==> src/rtl/node_inject_queue.sv <==
// Local injection buffer feeding the ring router's two local lanes.
// Each lane is an independent FIFO with a head-of-line starvation monitor.

`ifndef CONTROL_N
`define CONTROL_N 12
`endif

module node_inject_lane #(
    parameter int CTRL_W    = `CONTROL_N,
    parameter int DEPTH     = 4,
    parameter int STARVE_TH = 16,
    parameter int CW        = $clog2(DEPTH) + 1
) (
    input  logic              clk,
    input  logic              rst,
    input  logic [CTRL_W-1:0] flit,
    input  logic              valid,
    output logic              ready,
    output logic [CTRL_W-1:0] co,
    input  logic              ack,
    output logic [CW-1:0]     count,
    output logic              starve
);
    localparam int PW = $clog2(DEPTH);
    localparam int SW = $clog2(STARVE_TH + 1);

    logic [CTRL_W-1:0] mem [DEPTH];
    logic [PW-1:0]     wptr, rptr;
    logic [SW-1:0]     scnt, scnt_nxt;
    logic              enq, deq;

    assign ready = (count != CW'(DEPTH));
    assign enq   = valid & ready;
    assign deq   = ack & (count != '0);
    assign co    = (count != '0) ? {1'b1, mem[rptr][CTRL_W-2:0]} : '0;

    // Counter only runs while a head sits un-acked; any pop or empty lane clears it.
    always_comb begin
        scnt_nxt = scnt;
        if (count == '0 || deq)
            scnt_nxt = '0;
        else if (scnt != SW'(STARVE_TH))
            scnt_nxt = scnt + SW'(1);
    end

    always_ff @(posedge clk) begin
        if (enq)
            mem[wptr] <= flit;
    end

    always_ff @(posedge clk or negedge rst) begin
        if (!rst) begin
            wptr   <= '0;
            rptr   <= '0;
            count  <= '0;
            scnt   <= '0;
            starve <= 1'b0;
        end else begin
            if (enq) wptr <= wptr + PW'(1);
            if (deq) rptr <= rptr + PW'(1);
            case ({enq, deq})
                2'b10:   count <= count + CW'(1);
                2'b01:   count <= count - CW'(1);
                default: count <= count;
            endcase
            scnt   <= scnt_nxt;
            starve <= (scnt_nxt == SW'(STARVE_TH));
        end
    end
endmodule

module node_inject_queue #(
    parameter int CTRL_W    = `CONTROL_N,
    parameter int DEPTH     = 4,
    parameter int STARVE_TH = 16,
    localparam int CW       = $clog2(DEPTH) + 1
) (
    input  logic              clk,
    input  logic              rst,
    input  logic [CTRL_W-1:0] core0_flit,
    input  logic              core0_valid,
    output logic              core0_ready,
    input  logic [CTRL_W-1:0] core1_flit,
    input  logic              core1_valid,
    output logic              core1_ready,
    output logic [CTRL_W-1:0] portl0_co,
    output logic [CTRL_W-1:0] portl1_co,
    input  logic              portl0_ack,
    input  logic              portl1_ack,
    output logic [CW-1:0]     lane0_count,
    output logic [CW-1:0]     lane1_count,
    output logic              starve0,
    output logic              starve1
);
    localparam int NUM_LANES = 2;

    logic [NUM_LANES-1:0][CTRL_W-1:0] flit, co;
    logic [NUM_LANES-1:0][CW-1:0]     count;
    logic [NUM_LANES-1:0]             valid, ready, ack, starve;

    assign flit  = {core1_flit, core0_flit};
    assign valid = {core1_valid, core0_valid};
    assign ack   = {portl1_ack, portl0_ack};

    assign {core1_ready, core0_ready} = ready;
    assign {portl1_co, portl0_co}     = co;
    assign {lane1_count, lane0_count} = count;
    assign {starve1, starve0}         = starve;

    for (genvar l = 0; l < NUM_LANES; l++) begin : g_lane
        node_inject_lane #(
            .CTRL_W    (CTRL_W),
            .DEPTH     (DEPTH),
            .STARVE_TH (STARVE_TH),
            .CW        (CW)
        ) u_lane (
            .clk    (clk),
            .rst    (rst),
            .flit   (flit[l]),
            .valid  (valid[l]),
            .ready  (ready[l]),
            .co     (co[l]),
            .ack    (ack[l]),
            .count  (count[l]),
            .starve (starve[l])
        );
    end
endmodule

==> config.mk <==
export PLATFORM = sky130hd
export DESIGN_NAME = node_inject_queue
export DESIGN_NICKNAME = d
export VERILOG_FILES = /design/src/rtl/node_inject_queue.sv
export SDC_FILE = /design/constraint.sdc
export NUM_CORES = 1
export LEC_CHECK = 0
export ABC_AREA = 1
export BUFFER_PORTS_ARGS = -buffer_cell sky130_fd_sc_hd__buf_2
export CAP_MARGIN = 25
export CORE_MARGIN = 2
export CORE_UTILIZATION = 48
export DETAILED_ROUTE_END_ITERATION = 8
export PLACE_DENSITY_LB_ADDON = 0.08
export SYNTH_ARGS = -nofsm -noshare
export SYNTH_HDL_FRONTEND = slang
export SYNTH_SLANG_ARGS = --single-unit
==> constraint.sdc <==
create_clock -name clk -period 3.6 [get_ports clk]
set_clock_uncertainty 0.1 [all_clocks]
set_input_delay 0.18 -clock clk [delete_from_list [all_inputs] [get_ports clk]]
set_output_delay 0.18 -clock clk [all_outputs]
set_load 0.01 [all_outputs]
==> results of run 1 <==
-- stage by stage --
| stage | setup slack [ps] | cells | power (mW) |
|---|---|---|---|
| global route | 932 | 689 | 5.76 |
| floorplan | 1610 | 440 | 3.32 |
| detailed placement | 1540 | 630 | 3.83 |
| CTS | 1060 | 689 | 5.46 |
| global placement | 1580 | 630 | 3.80 |
| finish | 1120 | 689 | 5.39 |
-- kinds of logic after synthesis --
kind of cell	count (synthesis)	share of synthesized area
flip-flops	114	0.650
buffers and inverters	63	0.0654
AO/OA/AOI/OAI	79	0.0844
AND/OR/NAND/NOR	157	0.137
XOR/XNOR	11	0.0205
adder cells (fa/ha/maj)	16	0.0425
-- critical path, delay by kind of cell (launching register included) --
| kind | cells | cell delay, ps |
|---|---|---|
| buf+inv | 2 | 410 |
| flops | 1 | 960 |
| compound gates | 2 | 340 |
-- worst min-delay path by stage --
stage                                            to  slack [ps]
after detailed placement  g_lane[1].u_lane.count[2]         120
final                     g_lane[1].u_lane.count[2]         110
after global placement    g_lane[1].u_lane.count[2]         120
after CTS                 g_lane[1].u_lane.count[2]         100
after global routing      g_lane[1].u_lane.count[1]         140
after floorplan           g_lane[0].u_lane.count[0]        -220
-- area by class of cell --
cell class                 instances  area share
sequential                       114       0.522
multi-input combinational        263       0.229
timing repair buffer              97       0.102
clock buffer                      17      0.0657
inverter                          47      0.0292
tap                              136      0.0270
clock inverter                    15      0.0252
-- Yosys cell counts --
library cell / number / area, um^2
xnor2_1: 3 / 26.3
o21bai_1: 1 / 7.51
buf_12: 1 / 20.0
a21oi_1: 22 / 110
clkbuf_2: 1 / 5.00
fa_1: 2 / 40.0
buf_4: 3 / 22.5
xor2_2: 1 / 16.3
inv_2: 3 / 11.3
dfrtp_1: 26 / 651
nand2_2: 3 / 18.8
o21ai_0: 11 / 55.1
nor2_4: 3 / 33.8
nand3_1: 6 / 30.0
inv_4: 3 / 18.8
nand2_4: 5 / 56.3
nand2_1: 26 / 97.6
buf_2: 5 / 25.0
nor2_1: 107 / 402
nor2_8: 1 / 20.0
ha_1: 14 / 175
o21ai_1: 37 / 185
nand4_1: 6 / 37.5
edfxtp_1: 88 / 2640
inv_1: 41 / 154
buf_6: 4 / 45.0
xor2_1: 7 / 61.3
buf_8: 2 / 30.0
a21oi_2: 8 / 70.1
-- repair_timing --
action / in CTS / in global routing
endpoints found under the hold margin: 133 / 0
setup endpoints to repair: 0 / 0
buffers inserted: 0 / 0
hold buffers: 27 / 0
-- flip-flops by register name, summed over array words and instances, names as in the netlist --
signal and cells:
g_lane.u_lane.scnt 10, g_lane.u_lane.wptr 4, g_lane.u_lane.mem 88, g_lane.u_lane.starve 2, g_lane.u_lane.count 6, g_lane.u_lane.rptr 4
-- power by group --
part / switching, mW / leakage (nW) / internal [mW]
logic: 1.12 / 1.20 / 0.701
clock network: 0.591 / 0.263 / 0.987
registers: 0.251 / 1.13 / 1.74
total: 1.96 / 2.60 / 3.43
-- per-layer routing --
metal / up-vias / routed length, um
li1: 1676 / -
met5: - / 0
met4: 0 / 92
met2: 57 / 4480
met3: 7 / 381
met1: 1560 / 4410
==> out/metrics.yaml, run 1 <==
timing.critical_path.from: "g_lane[0].u_lane.rptr[0]"
powerDensity_nw_per_um2: 854
rows: 37
ant_nets: 0
cts_tree: "built"
cts_made_buffers: 17
nFillCells: 867
worst_slew_pin_slew_ps: 938
syn_inst: 440
htreeDepth: 4
diodes: 0
numPortBuffers: 61
leakagePower_nw: 2.60
grt_use_met1: 0.233
nets: 586
grt_pass1_vias: 3217
grt_overflow_total: 0
final_common_cell: "nor2_1"
die-height_um: 107
postCtsResizedCells: 0
wire_per_inst_um: 13.6
cts_root_buf: "clkbuf_8"
rr_startpoint: "g_lane[1].u_lane.count[1]"
final_cell_mix: "107 x nor2_1, 88 x edfxtp_1, 61 x buf_2, 41 x inv_1, 37 x o21ai_1"
slew_headroom: 0.374
seq_area_um2: 3290
gr-usage-met3: 0.0584
min_period_ps: 2480
postLayoutCellArea_um2: 6310
io_pins: 64
hold_slack_ps: 112
r2r_setup_slack_ps: 1570
clkTransAtPathRegs_ps: 60
grt_max_degree: 27
maxCapViolCount: 0
postRouteWirelength_mm: 9.36
clock_latency_ps: 500
track_usage: 0.177
critPathCaptureType: "output port"
finish.utilization: 0.614
cts_buffer_depth: 2
worstPathRequired_ps: 3320
start_util: 0.493
remaining_drc_errors: 0
die_area_um2: 11400
yosys_warnings: 0
grt.busiest_layer: "met2"
finalWeightedCongestion: 0.772
critPathKind: "flop to output port"
start_kind: "flop"
synth_cell_type_count: 29
rsz0062_at_grt: "no"
cpPeakStageDelay_ps: 960
reg2reg_depth: 9
worst-path-max-fanout: 25
avgSynthCellArea_um2: 11.5
setup_viol: 0
outcome: "finished clean"
cp.arrival_ps: 2200
dp_hpwl_mm: 5.89
grt_pass1_wl_mm: 15.3
antenna_found_initial: 0
maxSlewViolCount: 0
core_um2: 10300
endpoint: "portl0_co[1]"
vias_per_cell: 4.79
min_path_type: "primary input to async pin"
vdd_drop_max_mv: 0.425
dpl_cell_area_um2: 5460
ys_seq_area_frac: 0.650
setup_tns_ps: 0
vias: 3300
hold_viol: 0
synth_nets: 486
use_met2: 0.279
clock.fmax_mhz: 403
drive_above_1_share: 0.233
netlist_area_um2: 5070
die_w_um: 107
drtIter0Drc: 150
first_pass_iters: 4
crit_slowest_cell: "dfrtp_1"
r2r-end: "g_lane[1].u_lane.count[2]"
synth_seq_cells: 114
multi_input_area_um2: 1440
path_cells: "inv_4 -> o21ai_0 -> a21oi_1 -> buf_2"
period_share: 0.689
syn_to_final_growth_pct: 24.4
clock_sinks: 114
Note: power is estimated with default switching activity, not from simulation.
==> run 2, diff against run 1 <==
Settings changed: ABC_AREA 1 to 0.
Clock period 3.6 ns to 2.6 ns, I/O delays scaled along.
==> out/metrics.yaml, run 2 <==
crit_buf_inv: 3
avgSynthCellArea_um2: 17.2
cts_made_buffers: 17
track_usage: 0.161
vias_per_cell: 5.00
worst-path-max-fanout: 6
rsz0062_at_grt: "no"
first_pass_iters: 4
die-height_um: 105
antenna_found_initial: 0
grt_pass1_vias: 2619
cts_tree: "built"
numPortBuffers: 61
die_w_um: 105
setup_viol: 0
ys.flop_type: "edfxtp_1"
crit_top_cell: "inv_1"
reg.largest.list: "g_lane.u_lane.mem x88, g_lane.u_lane.scnt x10, g_lane.u_lane.count x6"
leakagePower_nw: 2.42
largest_register_ff_count: 88
synth_area_leaders: "edfxtp_1 54%, dfrtp_1 13%, mux4_1 7.6%"
crit_slowest_cell: "dfrtp_1"
path_cells: "inv_1 -> nand3_1 -> and2_1 -> inv_1 -> ha_1 -> inv_1 -> fa_1 -> xor2_1 -> nor2_1 -> xor2_1"
nets: 432
maxSlewViolCount: 0
synth_nets: 329
syn_inst: 283
cpPeakStageDelay_ps: 410
clock.fmax_mhz: 444
postLayoutCellArea_um2: 6150
maxCapViolCount: 0
cts_buffer_depth: 2
core_um2: 9820
synth_seq_cells: 114
cp_top_family: "simple AND/OR/NAND/NOR gates"
grt_max_degree: 27
netlist_area_um2: 4860
synth_top_area_frac: 0.544
ys_seq_area_frac: 0.678
synth-edff-count: 88
start_kind: "flop"
dp_hpwl_mm: 5.36
syn_to_final_growth_pct: 26.6
die_area_um2: 10900
final_common_cell: "edfxtp_1"
yosys_warnings: 0
drive_above_1_share: 0.268
ant_nets: 0
powerDensity_nw_per_um2: 1140
cts_root_buf: "clkbuf_8"
async_flop_share: 0.228
diodes: 0
grt_pass1_wl_mm: 13.3
start_util: 0.495
wire_per_inst_um: 15.7
htreeDepth: 4
worstPathRequired_ps: 2920
top_register: "g_lane.u_lane.mem"
clock_sinks: 114
critPathKind: "flop to flop"
grt_overflow_total: 0
slew_headroom: 0.572
worst_slew_pin_slew_ps: 643
vdd_drop_max_mv: 0.614
synth_cell_type_count: 31
clkTransAtPathRegs_ps: 50
critPathCaptureType: "flop"
io_pins: 64
finalWeightedCongestion: 0.784
drtIter0Drc: 119
setup_tns_ps: 0
yosys.area.top_type: "edfxtp_1"
postRouteWirelength_mm: 8.36
yosys-top-cells-count: "88 x edfxtp_1, 26 x and2_1, 26 x dfrtp_1, 18 x inv_1"
final_cell_mix: "88 x edfxtp_1, 61 x buf_2, 27 x dlygate4sd3_1, 26 x and2_1, 26 x dfrtp_1"
min_path_type: "primary input to async pin"
dpl_cell_area_um2: 5310
outcome: "finished clean"
rows: 36
cp.arrival_ps: 2570
remaining_drc_errors: 0
synth.most_common_cell: "edfxtp_1"
vias: 2658
period_share: 0.866
hold_viol: 0
min_period_ps: 2250
clock_latency_ps: 490
[run 2: changes by cell type in the layout (fill, tap and decap cells not counted), sizes merged, moves of 8 or more]
| cell | before | now |
|---|---|---|
| and3 | 0 | 8 |
| inv | 50 | 18 |
| mux4 | 0 | 22 |
| nor2 | 111 | 10 |
| nand2 | 34 | 6 |
| o21ai | 48 | 6 |
| a21oi | 30 | 2 |
| and2 | 0 | 26 |
[run 2: cell families after synthesis]
logic type | after synthesis | share of synthesized area
xor gates and xnor gates | 20 | 0.0361
buffers and inverters | 26 | 0.0247
DFF | 114 | 0.678
and+or+nand+nor | 73 | 0.0868
AOI/OAI and AO/OA | 9 | 0.0100
muxes | 25 | 0.120
adders and majority gates | 16 | 0.0443
[run 2: area by class of cell]
class / count / area (um^2)
clock buffer: 23 / 467
clock inverter: 9 / 106
fill: 751 / 3670
inverter: 18 / 67.6
multi-input combinational: 143 / 1440
sequential: 114 / 3290
tap: 133 / 166
timing repair buffer: 92 / 606
[run 2: path summary, 6_finish.rpt]
kind	startpoint	end	slack, ps	depth (start not counted)
min reg2reg	g_lane[0].u_lane.count[2]	g_lane[0].u_lane.count[2]	420	1
min in group clk	core0_flit[10]	g_lane[0].u_lane.mem[2][10]	280	2
max in group asynchronous	rst	g_lane[0].u_lane.wptr[0]	1940	2
max	g_lane[0].u_lane.count[0]	g_lane[0].u_lane.count[2]	350	10
max reg2reg	g_lane[0].u_lane.count[0]	g_lane[0].u_lane.count[2]	350	10
min	rst	g_lane[0].u_lane.count[1]	70	2
[run 2: what timing repair did]
| item | 4_1_cts | 5_1_grt |
|---|---|---|
| resized for setup | 0 | 0 |
| buffers inserted | 0 | 0 |
| hold buffers | 27 | 0 |
| endpoints found under the setup margin | 0 | 0 |
| hold endpoints to repair | 129 | 0 |
[run 2: routing by layer]
| layer | track usage | part of all wire | up-vias |
|---|---|---|---|
| met1 | 0.207 | 0.45 | 1326 |
| met2 | 0.262 | 0.51 | 52 |
| li1 | - | - | 1269 |
| met5 | 0 | 0 | - |
| met3 | 0.0430 | 0.030 | 11 |
| met4 | 0.0676 | 0.012 | 0 |
[run 2: through the flow]
stage | std cells | setup WS (ps) | utilization | hold slack [ps] | power (mW)
final | 532 | 348 | 0.626 | 69.1 | 7.01
after global routing | 532 | 143 | 0.626 | 97.8 | 7.43
after detailed placement | 473 | 352 | 0.540 | 67.8 | 4.87
after CTS | 532 | 312 | 0.626 | 81.1 | 7.11
after global placement | 473 | 428 | 0.540 | 65.7 | 4.83
after floorplan | 283 | 411 | - | -266 | 4.12
[run 2: report_power, final]
group,switching (mW),internal (mW)
Combinational,1.08,1.05
Clock,0.750,1.43
Sequential,0.268,2.42
